`src/rtl/eae_sequencer_pkg.sv`:
```
// Shared types and constants for the EAE MUY/DVI sequencer.
// Optional divide datapath is selected with the EAE_DVI_EN macro.
package eae_sequencer_pkg;

  localparam int EAE_W    = 12;
  localparam int EAE_ITER = 12;

  localparam logic [3:0] EAE_LAST_STEP = 4'(EAE_ITER - 1);

  typedef enum logic {
    EAE_MUL = 1'b0,
    EAE_DVI = 1'b1
  } eae_op_t;

  typedef enum logic [1:0] {
    IDLE = 2'd0,
    LOAD = 2'd1,
    ITER = 2'd2,
    DONE = 2'd3
  } eae_state_t;

  // A dividend high word not below the divisor cannot yield a 12-bit quotient.
  function automatic logic dvi_overflow(input logic [EAE_W-1:0] ac,
                                        input logic [EAE_W-1:0] divisor);
    return ac >= divisor;
  endfunction

endpackage

```
`src/rtl/eae_step.sv`:
```
// One combinational iteration of the EAE loop: shift-add for MUL and,
// when EAE_DVI_EN is defined, restoring shift-subtract for DVI.
module eae_step
  import eae_sequencer_pkg::*;
(
  input  eae_op_t          op_i,
  input  logic [EAE_W:0]   a_i,
  input  logic [EAE_W-1:0] m_i,
  input  logic [EAE_W-1:0] operand_i,
  output logic [EAE_W:0]   a_o,
  output logic [EAE_W-1:0] m_o
);

  logic [EAE_W:0]   mul_sum;
  logic [EAE_W:0]   mul_a;
  logic [EAE_W-1:0] mul_m;

  always_comb begin
    mul_sum = m_i[0] ? (a_i + {1'b0, operand_i}) : a_i;
    mul_a   = {1'b0, mul_sum[EAE_W:1]};
    mul_m   = {mul_sum[0], m_i[EAE_W-1:1]};
  end

`ifdef EAE_DVI_EN
  logic [EAE_W:0] div_shift;
  logic [EAE_W:0] div_diff;
  logic           div_ge;

  // Partial remainder stays below the divisor, so the shifted value fits 13 bits.
  always_comb begin
    div_shift = {a_i[EAE_W-1:0], m_i[EAE_W-1]};
    div_ge    = div_shift >= {1'b0, operand_i};
    div_diff  = div_shift - {1'b0, operand_i};
  end

  always_comb begin
    if (op_i == EAE_DVI) begin
      a_o = div_ge ? div_diff : div_shift;
      m_o = {m_i[EAE_W-2:0], div_ge};
    end else begin
      a_o = mul_a;
      m_o = mul_m;
    end
  end
`else
  // Without the divider a DVI never iterates; hold state if ever asked.
  always_comb begin
    if (op_i == EAE_DVI) begin
      a_o = a_i;
      m_o = m_i;
    end else begin
      a_o = mul_a;
      m_o = mul_m;
    end
  end
`endif

endmodule

```
`src/rtl/eae_sequencer.sv`:
```
// EAE MUY/DVI multi-cycle sequencer: IDLE -> LOAD -> ITER x12 -> DONE.
// Define EAE_DVI_EN to build the divider; otherwise every DVI reports overflow.
module eae_sequencer
  import eae_sequencer_pkg::*;
(
  input  logic             clock,
  input  logic             reset,
  input  logic             start,
  input  eae_op_t          op,
  input  logic [EAE_W-1:0] ac_in,
  input  logic [EAE_W-1:0] mq_in,
  input  logic [EAE_W-1:0] operand,
  output logic             busy,
  output logic             done,
  output logic [EAE_W-1:0] ac_mul,
  output logic [EAE_W-1:0] mq_mul,
  output logic [EAE_W-1:0] ac_dvi,
  output logic [EAE_W-1:0] mq_dvi,
  output logic             link_dvi
);

  eae_state_t       state_q, state_d;
  logic [3:0]       step_q, step_d;
  eae_op_t          op_q, op_d;
  logic [EAE_W:0]   a_q, a_d;
  logic [EAE_W-1:0] m_q, m_d;
  logic [EAE_W-1:0] opd_q, opd_d;
  logic [EAE_W-1:0] ac_mul_q, ac_mul_d;
  logic [EAE_W-1:0] mq_mul_q, mq_mul_d;
  logic [EAE_W-1:0] ac_dvi_q, ac_dvi_d;
  logic [EAE_W-1:0] mq_dvi_q, mq_dvi_d;
  logic             link_dvi_q, link_dvi_d;

  logic [EAE_W:0]   step_a;
  logic [EAE_W-1:0] step_m;
  logic             dvi_ovf;

  eae_step u_step (
    .op_i      (op_q),
    .a_i       (a_q),
    .m_i       (m_q),
    .operand_i (opd_q),
    .a_o       (step_a),
    .m_o       (step_m)
  );

`ifdef EAE_DVI_EN
  assign dvi_ovf = (op_q == EAE_DVI) && dvi_overflow(a_q[EAE_W-1:0], opd_q);
`else
  assign dvi_ovf = (op_q == EAE_DVI);
`endif

  always_comb begin
    state_d    = state_q;
    step_d     = step_q;
    op_d       = op_q;
    a_d        = a_q;
    m_d        = m_q;
    opd_d      = opd_q;
    ac_mul_d   = ac_mul_q;
    mq_mul_d   = mq_mul_q;
    ac_dvi_d   = ac_dvi_q;
    mq_dvi_d   = mq_dvi_q;
    link_dvi_d = link_dvi_q;

    case (state_q)
      IDLE: begin
        step_d = 4'd0;
        if (start) begin
          op_d    = op;
          a_d     = {1'b0, ac_in};
          m_d     = mq_in;
          opd_d   = operand;
          state_d = LOAD;
        end
      end
      LOAD: begin
        step_d = 4'd0;
        if (dvi_ovf) begin
          ac_dvi_d   = a_q[EAE_W-1:0];
          mq_dvi_d   = m_q;
          link_dvi_d = 1'b1;
          state_d    = DONE;
        end else begin
          state_d = ITER;
        end
      end
      ITER: begin
        a_d    = step_a;
        m_d    = step_m;
        step_d = step_q + 4'd1;
        if (step_q == EAE_LAST_STEP) begin
          step_d  = 4'd0;
          state_d = DONE;
`ifdef EAE_DVI_EN
          if (op_q == EAE_DVI) begin
            ac_dvi_d   = step_a[EAE_W-1:0];
            mq_dvi_d   = step_m;
            link_dvi_d = 1'b0;
          end else begin
            ac_mul_d = step_a[EAE_W-1:0];
            mq_mul_d = step_m;
          end
`else
          ac_mul_d = step_a[EAE_W-1:0];
          mq_mul_d = step_m;
`endif
        end
      end
      DONE: begin
        state_d = IDLE;
      end
      default: begin
        state_d = IDLE;
      end
    endcase
  end

  always_ff @(posedge clock or posedge reset) begin
    if (reset) begin
      state_q    <= IDLE;
      step_q     <= 4'd0;
      op_q       <= EAE_MUL;
      a_q        <= '0;
      m_q        <= '0;
      opd_q      <= '0;
      ac_mul_q   <= '0;
      mq_mul_q   <= '0;
      ac_dvi_q   <= '0;
      mq_dvi_q   <= '0;
      link_dvi_q <= 1'b0;
    end else begin
      state_q    <= state_d;
      step_q     <= step_d;
      op_q       <= op_d;
      a_q        <= a_d;
      m_q        <= m_d;
      opd_q      <= opd_d;
      ac_mul_q   <= ac_mul_d;
      mq_mul_q   <= mq_mul_d;
      ac_dvi_q   <= ac_dvi_d;
      mq_dvi_q   <= mq_dvi_d;
      link_dvi_q <= link_dvi_d;
    end
  end

  assign busy     = (state_q != IDLE);
  assign done     = (state_q == DONE);
  assign ac_mul   = ac_mul_q;
  assign mq_mul   = mq_mul_q;
  assign ac_dvi   = ac_dvi_q;
  assign mq_dvi   = mq_dvi_q;
  assign link_dvi = link_dvi_q;

endmodule

```
`config.mk`:
```
export PLATFORM = sky130hd
export DESIGN_NAME = eae_sequencer
export DESIGN_NICKNAME = d
export VERILOG_FILES = /design/src/rtl/eae_sequencer_pkg.sv /design/src/rtl/eae_step.sv /design/src/rtl/eae_sequencer.sv
export SDC_FILE = /design/constraint.sdc
export NUM_CORES = 1
export LEC_CHECK = 0
export CORE_MARGIN = 1
export CORE_UTILIZATION = 44
export CTS_CLUSTER_DIAMETER = 50
export CTS_CLUSTER_SIZE = 25
export DETAILED_ROUTE_END_ITERATION = 8
export PLACE_DENSITY = 0.7
export SETUP_SLACK_MARGIN = 0.4
export SLEW_MARGIN = 20
export SYNTH_ARGS = -nofsm -noshare
export SYNTH_HDL_FRONTEND = slang
export SYNTH_SLANG_ARGS = --single-unit
```
`constraint.sdc`:
```
create_clock -name clock -period 3.3 [get_ports clock]
set_input_delay 0.33 -clock clock [delete_from_list [all_inputs] [get_ports clock]]
set_output_delay 0.33 -clock clock [all_outputs]
set_load 0.01 [all_outputs]
```
==> flow_metrics.tcl, run 1 <==
set metrics [dict create \
    status "finished clean" \
    drtPass1Iterations 4 \
    regArea_sq_um 2300 \
    drt_iter0_drc 151 \
    path_cells "ha_1, fa_1, a211oi_1, o211a_1, nor3_1, o41ai_1, a41oi_1" \
    path_buf_inv 0 \
    start_kind "flip-flop" \
    leakagePower_nw 2.66 \
    die_x_microns 105 \
    dieHeight_microns 105 \
    wl_per_cell_microns 17.1 \
    synth.most_common_cell "dfrtp_1" \
    synth_seq_cells 92 \
    synth.avg_cell_area_sq_um 10.2 \
    multiInputGateArea_sq_um 2240 \
    ir_drop_v 0.000392 \
    grt_usage 0.226 \
    antenna_cells 0 \
    instances_no_fill 690 \
    clk_transition_reported_paths_ns 0.10 \
    synthesis.instances 460 \
    synth_area_sq_um 4680 \
    cts.htree.levels 3 \
    fmax_mhz 409 \
    finalMaxSlewViolations 0 \
    rr_endpoint "a_q[11]" \
    syn_nets 520 \
    fill_cells 872 \
    power_density_nw_per_um2 979 \
    yosysWarningCount 0 \
    ys.flop_type "dfrtp_1" \
    cts_buffer_depth 2 \
    ys_async_sr_fraction 1.00 \
    fin_skew_ns 0.0109 \
    start_util 0.454 \
    finalCritPeriodShare 0.742 \
    r2r_slack_ns 0.85 \
    drive_gt1_frac 0.128 \
    clkLatencyLatePin_ns 0.36 \
    hpwl_microns 8300 \
    synth_common_cells "92 x dfrtp_1, 49 x o21ai_0, 48 x nand2_1, 35 x a21oi_1, 34 x mux2_2" \
    holdBufCountCts 0 \
    synth.distinct_cells 51 \
    r2r_cells 7 \
    hold_path.class "in -> async" \
    fin_nets 609 \
    min_period_ns 2.45 \
    cpMaxStageDelayCell "dfrtp_1" \
    gp_congestion 0.860 \
    grt_max_degree 61 \
    port_buffers 90 \
    vias 3806 \
    tightest_slew_ns 0.824 \
    slew_headroom 0.451 \
    coreArea_sq_um 10300 \
    grt-ovfl-total 0 \
    crit_type "reg -> reg" \
    yosys.area.top_type "dfrtp_1" \
    hold_violations 0 \
    rsz0062_at_grt "no" \
    finalSetupViolCount 0 \
    antenna_found_initial 0 \
    critPathLaunch "a_q[0]" \
    ctsResizeCount 0 \
    synth-edff-count 0 \
    drtAntennaViolNets 0 \
    cts_tree "built" \
    crit_end "a_q[11]" \
    critical_path_arrival_ns 2.67 \
    syn_to_final_growth_pct 28.4 \
    pin_count 91 \
    fin_setup_tns_ns 0 \
    crit_required_ns 3.52 \
    die_area_sq_um 11100 \
    place_inst 674 \
    cap_violations 0 \
    critical_path.top_delay_family "compound AO/OA/AOI/OAI gates" \
    grt_pass1_vias 3933 \
    root_buffer "clkbuf_8" \
    cts_buffers 9 \
    finalWirelength_microns 11800 \
    path_depth 7 \
    endpoint_kind "flip-flop" \
    ys_seq_area_frac 0.492 \
    synth_top_area_share 0.492 \
    drc_errors 0 \
    rr_startpoint "a_q[0]" \
    placementRows 37 \
    grt_pass1_wl_microns 19700 \
    synth.area.top_cells "dfrtp_1 49%, mux2_2 8.2%, o21ai_0 5.2%, ha_1 5.1%, nand2_1 3.8%" \
    clock-sinks 92 \
    viasPerCell 5.52 \
    post_cts_buffers 0 \
    critPathMaxStageDelay_ns 0.43 \
    crit_fanout 5 \
]
[flip-flops by register name (all words and copies together) (netlist names)]
signal	flops
ac_mul	12
ac_dvi	12
state_q	2
m_q	12
link_dvi	1
mq_mul	12
dvi_ovf	1
a_q	12
mq_dvi	12
opd_q	12
step_q	4
[cell type report]
class / count / share of cell area
inverter: 13 / 0.00832
timing repair buffer: 103 / 0.168
clock buffer: 9 / 0.0206
tap: 136 / 0.0283
sequential: 92 / 0.383
multi-input combinational: 330 / 0.372
clock inverter: 7 / 0.0202
[cell families after synthesis]
| family | after synthesis | share of synthesized area |
|---|---|---|
| DFF | 92 | 0.492 |
| buffers and inverters | 38 | 0.0318 |
| xor gates and xnor gates | 4 | 0.00748 |
| AOI/OAI and AO/OA | 142 | 0.186 |
| muxes | 49 | 0.114 |
| adders and majority gates | 20 | 0.0550 |
| and+or+nand+nor | 115 | 0.114 |
[worst min-delay path by stage]
stage | startpoint | slack (ns) | to | cells past startpoint
6_report | reset | 0.34 | step_q[0] | 2
5_1_grt | reset | 0.39 | step_q[0] | 2
4_1_cts | reset | 0.35 | a_q[11] | 2
3_5_place_dp | link_dvi | 0.45 | link_dvi | 1
3_3_place_gp | link_dvi | 0.45 | link_dvi | 1
2_1_floorplan | step_q[1] | 0.48 | step_q[1] | 2
[report_power, final]
group	leakage [nW]	switching, W	internal [W]	total (W)
combinational	1.39	0.00161	0.00145	0.00306
clock	0.124	0.000411	0.000509	0.000920
sequential	1.14	0.000389	0.00152	0.00191
[cell usage in the layout (no fill, tap or decap), types with 2 or more instances in the layout]
cell type        instances
clkinv_2                 2
or3_1                    4
nor2_1                  29
buf_4                   12
xnor2_1                  3
a2bb2oi_1                2
mux2i_1                 15
clkbuf_8                 9
o221ai_1                 2
nor3_1                   2
ha_1                    19
mux2_2                  34
nor3b_1                  2
a211oi_1                 4
a31oi_1                  2
nand3_1                  7
a21oi_1                 35
bufinv_16                3
nor2b_1                  2
nand2b_1                 6
a221oi_1                 2
dfrtp_1                 92
o21a_1                   3
o21ai_0                 48
o21ai_1                  2
and3_1                  10
o22ai_1                 11
nand2_1                 48
inv_6                    2
a21o_1                  10
o31ai_1                  6
clkdlybuf4s50_1         90
inv_1                   12
[stage by stage]
step	setup slack [ns]	power, W	utilization	hold slack (ns)	area (sq um)
3_3_place_gp	0.963	0.00490	0.559	0.454	5770
4_1_cts	0.902	0.00592	0.583	0.346	6010
3_5_place_dp	0.911	0.00498	0.559	0.452	5770
5_1_grt	0.672	0.00635	0.583	0.387	6010
2_1_floorplan	0.578	0.00395	-	0.479	4680
6_report	0.852	0.00589	0.583	0.338	6010
[routing by layer]
metal,GRT usage,vias to the layer above,wire (microns)
met5,0,-,0
met4,0.0553,0,70
met3,0.0499,9,631
met2,0.370,91,5580
met1,0.306,1866,5510
li1,-,1840,-
Note: power is estimated with default switching activity, not from simulation.
==> run 2: changes to the inputs <==
==> constraint.sdc (replaced) <==
create_clock -name clock -period 2.51 [get_ports clock]
set_input_delay 0.251 -clock clock [delete_from_list [all_inputs] [get_ports clock]]
set_output_delay 0.251 -clock clock [all_outputs]
set_load 0.01 [all_outputs]
==> run 2 against run 1 <==
Effect of this change: die area is the same; combinational power grew 48%; final cell count grew 0.87%; utilization grew 1.7 points; global-route usage grew 1.5 points.
==> flow_metrics.tcl, run 2 (synthesized netlist as in run 1, its figures left out) <==
set metrics [dict create \
    rr_endpoint "ac_mul[9]" \
    min_period_ns 2.15 \
    finalSetupViolCount 0 \
    finalMaxSlewViolations 0 \
    crit_fanout 5 \
    power_density_nw_per_um2 1290 \
    rsz0062_at_grt "yes" \
    drive_gt1_frac 0.180 \
    dieHeight_microns 105 \
    worst_slack_ns 0.360 \
    fin_nets 615 \
    fill_cells 874 \
    hpwl_microns 8440 \
    slew_headroom 0.530 \
    drtAntennaViolNets 0 \
    finalCritPeriodShare 0.857 \
    root_buffer "clkbuf_8" \
    finalWirelength_microns 12300 \
    die_x_microns 105 \
    port_buffers 90 \
    cts_buffers 9 \
    start_util 0.454 \
    cap_violations 0 \
    pin_count 91 \
    fin_skew_ns 0.0172 \
    p_int_w 0.00453 \
    placed_area_sq_um 5810 \
    leakagePower_nw 2.65 \
    critical_path_arrival_ns 2.42 \
    crit_required_ns 2.78 \
    place_inst 674 \
    ir_drop_v 0.000584 \
    coreArea_sq_um 10300 \
    design_area_sq_um 6190 \
    syn_to_final_growth_pct 32.1 \
    start_kind "flip-flop" \
    die_area_sq_um 11100 \
    viasPerCell 5.71 \
    status "finished clean" \
    mostFrequentLayoutCells "89 x dfrtp_1, 89 x clkdlybuf4s50_1, 48 x o21ai_0" \
    seq_power_share 0.314 \
    hold_violations 0 \
    r2r_cells 7 \
    regArea_sq_um 2310 \
    switching_share 0.431 \
    placementRows 37 \
    vias 3974 \
    clock-sinks 92 \
    antenna_cells 0 \
    instances_no_fill 696 \
    power_w 0.00796 \
    cts.htree.levels 3 \
    drt_iter0_drc 233 \
    clockPowerShare 0.117 \
    grt_usage 0.242 \
    switchingPower_w 0.00343 \
    cts_tree "built" \
    grt_pass1_vias 4077 \
    rr_startpoint "a_q[0]" \
    grt_max_degree 41 \
    tightest_slew_ns 0.704 \
    gp_congestion 0.900 \
    hold_path.class "in -> async" \
    r2r_slack_ns 0.36 \
    grt_pass1_wl_microns 20800 \
    drc_errors 0 \
    drtPass1Iterations 4 \
    antenna_found_initial 0 \
    wl_per_cell_microns 17.7 \
    grt-ovfl-total 0 \
    fmax_mhz 465 \
    crit_type "reg -> reg" \
    cts_buffer_depth 2 \
    pre_cts_ws_ns 0.136 \
    endpoint_kind "flip-flop" \
    fin_setup_tns_ns 0 \
    clk_transition_reported_paths_ns 0.10 \
    pwr-share-comb 0.569 \
    multiInputGateArea_sq_um 2400 \
    clkLatencyLatePin_ns 0.38 \
]
-- run 2: final cells by class --
class / instances / area share
Clock buffer: 10 / 0.0206
Clock inverter: 6 / 0.00768
Inverter: 13 / 0.00849
Multi-Input combinational cell: 330 / 0.388
Timing Repair Buffer: 109 / 0.175
Sequential cell: 92 / 0.373
Tap cell: 136 / 0.0275
-- run 2: worst max-delay path: stages, from the launching register on --
cell	delay, ns
dfrtp_1	0.40
ha_2	0.19
fa_2	0.35
a211oi_2	0.24
o211a_1	0.27
o21ai_0	0.18
a221oi_4	0.31
o21ai_1	0.11
-- run 2: what timing repair did --
action,CTS,global route
resized for setup,12,14
setup endpoints to repair,25,32
hold buffers,0,0
pin swaps,4,1
buffers inserted,4,2
-- run 2: routing by layer --
| metal | wire [microns] | vias to the layer above | track usage |
|---|---|---|---|
| li1 | - | 1849 | - |
| met1 | 5420 | 1958 | 0.316 |
| met2 | 5780 | 147 | 0.383 |
| met3 | 904 | 20 | 0.0705 |
| met4 | 197 | 0 | 0.0855 |
| met5 | 0 | - | 0 |
-- run 2: per-stage QoR --
step	util	hold WS, ns
CTS	0.592	0.323
floorplan	-	0.402
global route	0.599	0.368
finish	0.599	0.317
detailed placement	0.562	0.457
global placement	0.562	0.454
-- run 2: power groups by stage --
stage,combinational (W),clock [W],sequential (W)
detailed placement,0.00406,0,0.00249
CTS,0.00433,0.000959,0.00249
finish,0.00453,0.000932,0.00250
floorplan,0.00279,0,0.00243
global placement,0.00401,0,0.00247
global route,0.00499,0.00101,0.00258
-- run 2: worst max-delay path by stage --
| stage | cells past startpoint | slack (ns) | end | startpoint |
|---|---|---|---|---|
| floorplan | 7 | 0.41 | a_q[11] | a_q[0] |
| global placement | 7 | 0.23 | a_q[11] | a_q[0] |
| detailed placement | 7 | 0.14 | a_q[11] | a_q[0] |
| CTS | 4 | 0.40 | busy | state_q[0] |
| global route | 7 | 0.26 | ac_mul[9] | a_q[0] |
| finish | 7 | 0.36 | ac_mul[9] | a_q[0] |
==> run 3: changes to the inputs <==
--- a/config.mk
+++ b/config.mk
@@ -7,6 +7,7 @@
 export LEC_CHECK = 0
 export CORE_MARGIN = 1
 export CORE_UTILIZATION = 44
+export CTS_BUF_LIST = sky130_fd_sc_hd__clkbuf_4 sky130_fd_sc_hd__clkbuf_8
 export CTS_CLUSTER_DIAMETER = 50
 export CTS_CLUSTER_SIZE = 25
 export DETAILED_ROUTE_END_ITERATION = 8
==> run 3 against run 2 <==
Effect of this change: global-route usage about the same; clock power up 1%; clock-buffer cell count unchanged; maximum frequency up 0.21%; final cell count unchanged; largest cell class unchanged.
==> flow_metrics.tcl, run 3 (synthesized netlist as in run 1, its figures left out) <==
set metrics [dict create \
    status "finished clean" \
    cts_buffers 9 \
    min_period_ns 2.15 \
    fin_nets 615 \
    cts.htree.levels 3 \
    finalSetupViolCount 0 \
    root_buffer "clkbuf_8" \
    clk_transition_reported_paths_ns 0.10 \
    endpoint_kind "flip-flop" \
    cts_buffer_depth 2 \
    rr_startpoint "a_q[0]" \
    grt_max_degree 41 \
    ir_drop_v 0.000583 \
    placementRows 37 \
    finalMaxSlewViolations 0 \
    slew_headroom 0.530 \
    drtPass1Iterations 4 \
    fin_skew_ns 0.0167 \
    finalWirelength_microns 12300 \
    power_density_nw_per_um2 1290 \
    leakagePower_nw 2.66 \
    die_x_microns 105 \
    mostFrequentLayoutCells "89 x dfrtp_1, 89 x clkdlybuf4s50_1, 48 x o21ai_0" \
    critical_path_arrival_ns 2.42 \
    vias 3956 \
    syn_to_final_growth_pct 32.2 \
    cap_violations 0 \
    drive_gt1_frac 0.182 \
    clock-sinks 92 \
    r2r_slack_ns 0.36 \
    hold_violations 0 \
    drtAntennaViolNets 0 \
    port_buffers 90 \
    gp_congestion 0.900 \
    start_util 0.454 \
    finalCritPeriodShare 0.855 \
    holdBufCountCts 0 \
    tightest_slew_ns 0.704 \
    antenna_cells 0 \
    pre_cts_ws_ns 0.136 \
    die_area_sq_um 11100 \
    rsz0062_at_grt "yes" \
    dieHeight_microns 105 \
    cts_tree "built" \
    rr_endpoint "ac_mul[9]" \
    fin_setup_tns_ns 0 \
    drt_iter0_drc 199 \
    antenna_found_initial 0 \
    hold_path.class "in -> async" \
    worst_slack_ns 0.365 \
    fmax_mhz 466 \
    grt-ovfl-total 0 \
    viasPerCell 5.68 \
    power_w 0.00796 \
    crit_fanout 5 \
    grt_pass1_vias 4077 \
    clkLatencyLatePin_ns 0.38 \
    hpwl_microns 8440 \
    drc_errors 0 \
    grt_usage 0.242 \
    coreArea_sq_um 10300 \
    start_kind "flip-flop" \
    crit_type "reg -> reg" \
    grt_pass1_wl_microns 20800 \
    r2r_cells 7 \
    pin_count 91 \
    wl_per_cell_microns 17.6 \
    crit_required_ns 2.78 \
]
run 3: per-layer routing:
layer	routed length, microns	GRT usage	vias up
li1	-	-	1849
met1	5390	0.317	1962
met2	5760	0.383	126
met3	907	0.0705	19
met4	208	0.0855	0
met5	0	0	-
run 3: area by class of cell:
| cell class | count | area, sq um |
|---|---|---|
| fillers | 872 | 4130 |
| multi-input cells | 330 | 2400 |
| flip-flops and latches | 92 | 2310 |
| repair buffers | 109 | 1080 |
| well taps | 136 | 170 |
| clock buffers | 10 | 131 |
| inverters | 13 | 52.6 |
| clock inverters | 6 | 47.5 |
run 3: worst max-delay path by stage:
stage	slack (ns)	startpoint	cells after the start	to
3_5_place_dp	0.14	a_q[0]	7	a_q[11]
6_report	0.36	a_q[0]	7	ac_mul[9]
5_1_grt	0.26	a_q[0]	7	ac_mul[9]
3_3_place_gp	0.23	a_q[0]	7	a_q[11]
4_1_cts	0.40	state_q[0]	4	busy
2_1_floorplan	0.41	a_q[0]	7	a_q[11]
run 3: metrics by stage:
step | instances | utilization | hold slack [ns] | instance area (sq um)
6_report | 696 | 0.600 | 0.316 | 6190
5_1_grt | 696 | 0.600 | 0.368 | 6190
4_1_cts | 694 | 0.592 | 0.323 | 6110
3_5_place_dp | 674 | 0.562 | 0.457 | 5810
3_3_place_gp | 674 | 0.562 | 0.454 | 5810
2_1_floorplan | 460 | - | 0.402 | 4700
run 3: timing repair:
action / CTS / global route
setup buffers: 4 / 2
pin swaps: 4 / 1
setup endpoints to repair: 25 / 32
gates resized for setup: 12 / 14
run 3: worst max-delay path, cell delays in order, from the launching register on:
cell and delay, ns:
dfrtp_1 0.40, ha_2 0.19, fa_2 0.35, a211oi_2 0.24
o211a_1 0.26, o21ai_0 0.18, a221oi_4 0.31, o21ai_1 0.11
run 3: where the power goes:
| group | internal (W) | total, W | switching [W] |
|---|---|---|---|
| sequential | 0.00200 | 0.00250 | 0.000500 |
| combinational | 0.00216 | 0.00452 | 0.00236 |
| clock | 0.000380 | 0.000941 | 0.000561 |
| total | 0.00454 | 0.00796 | 0.00342 |
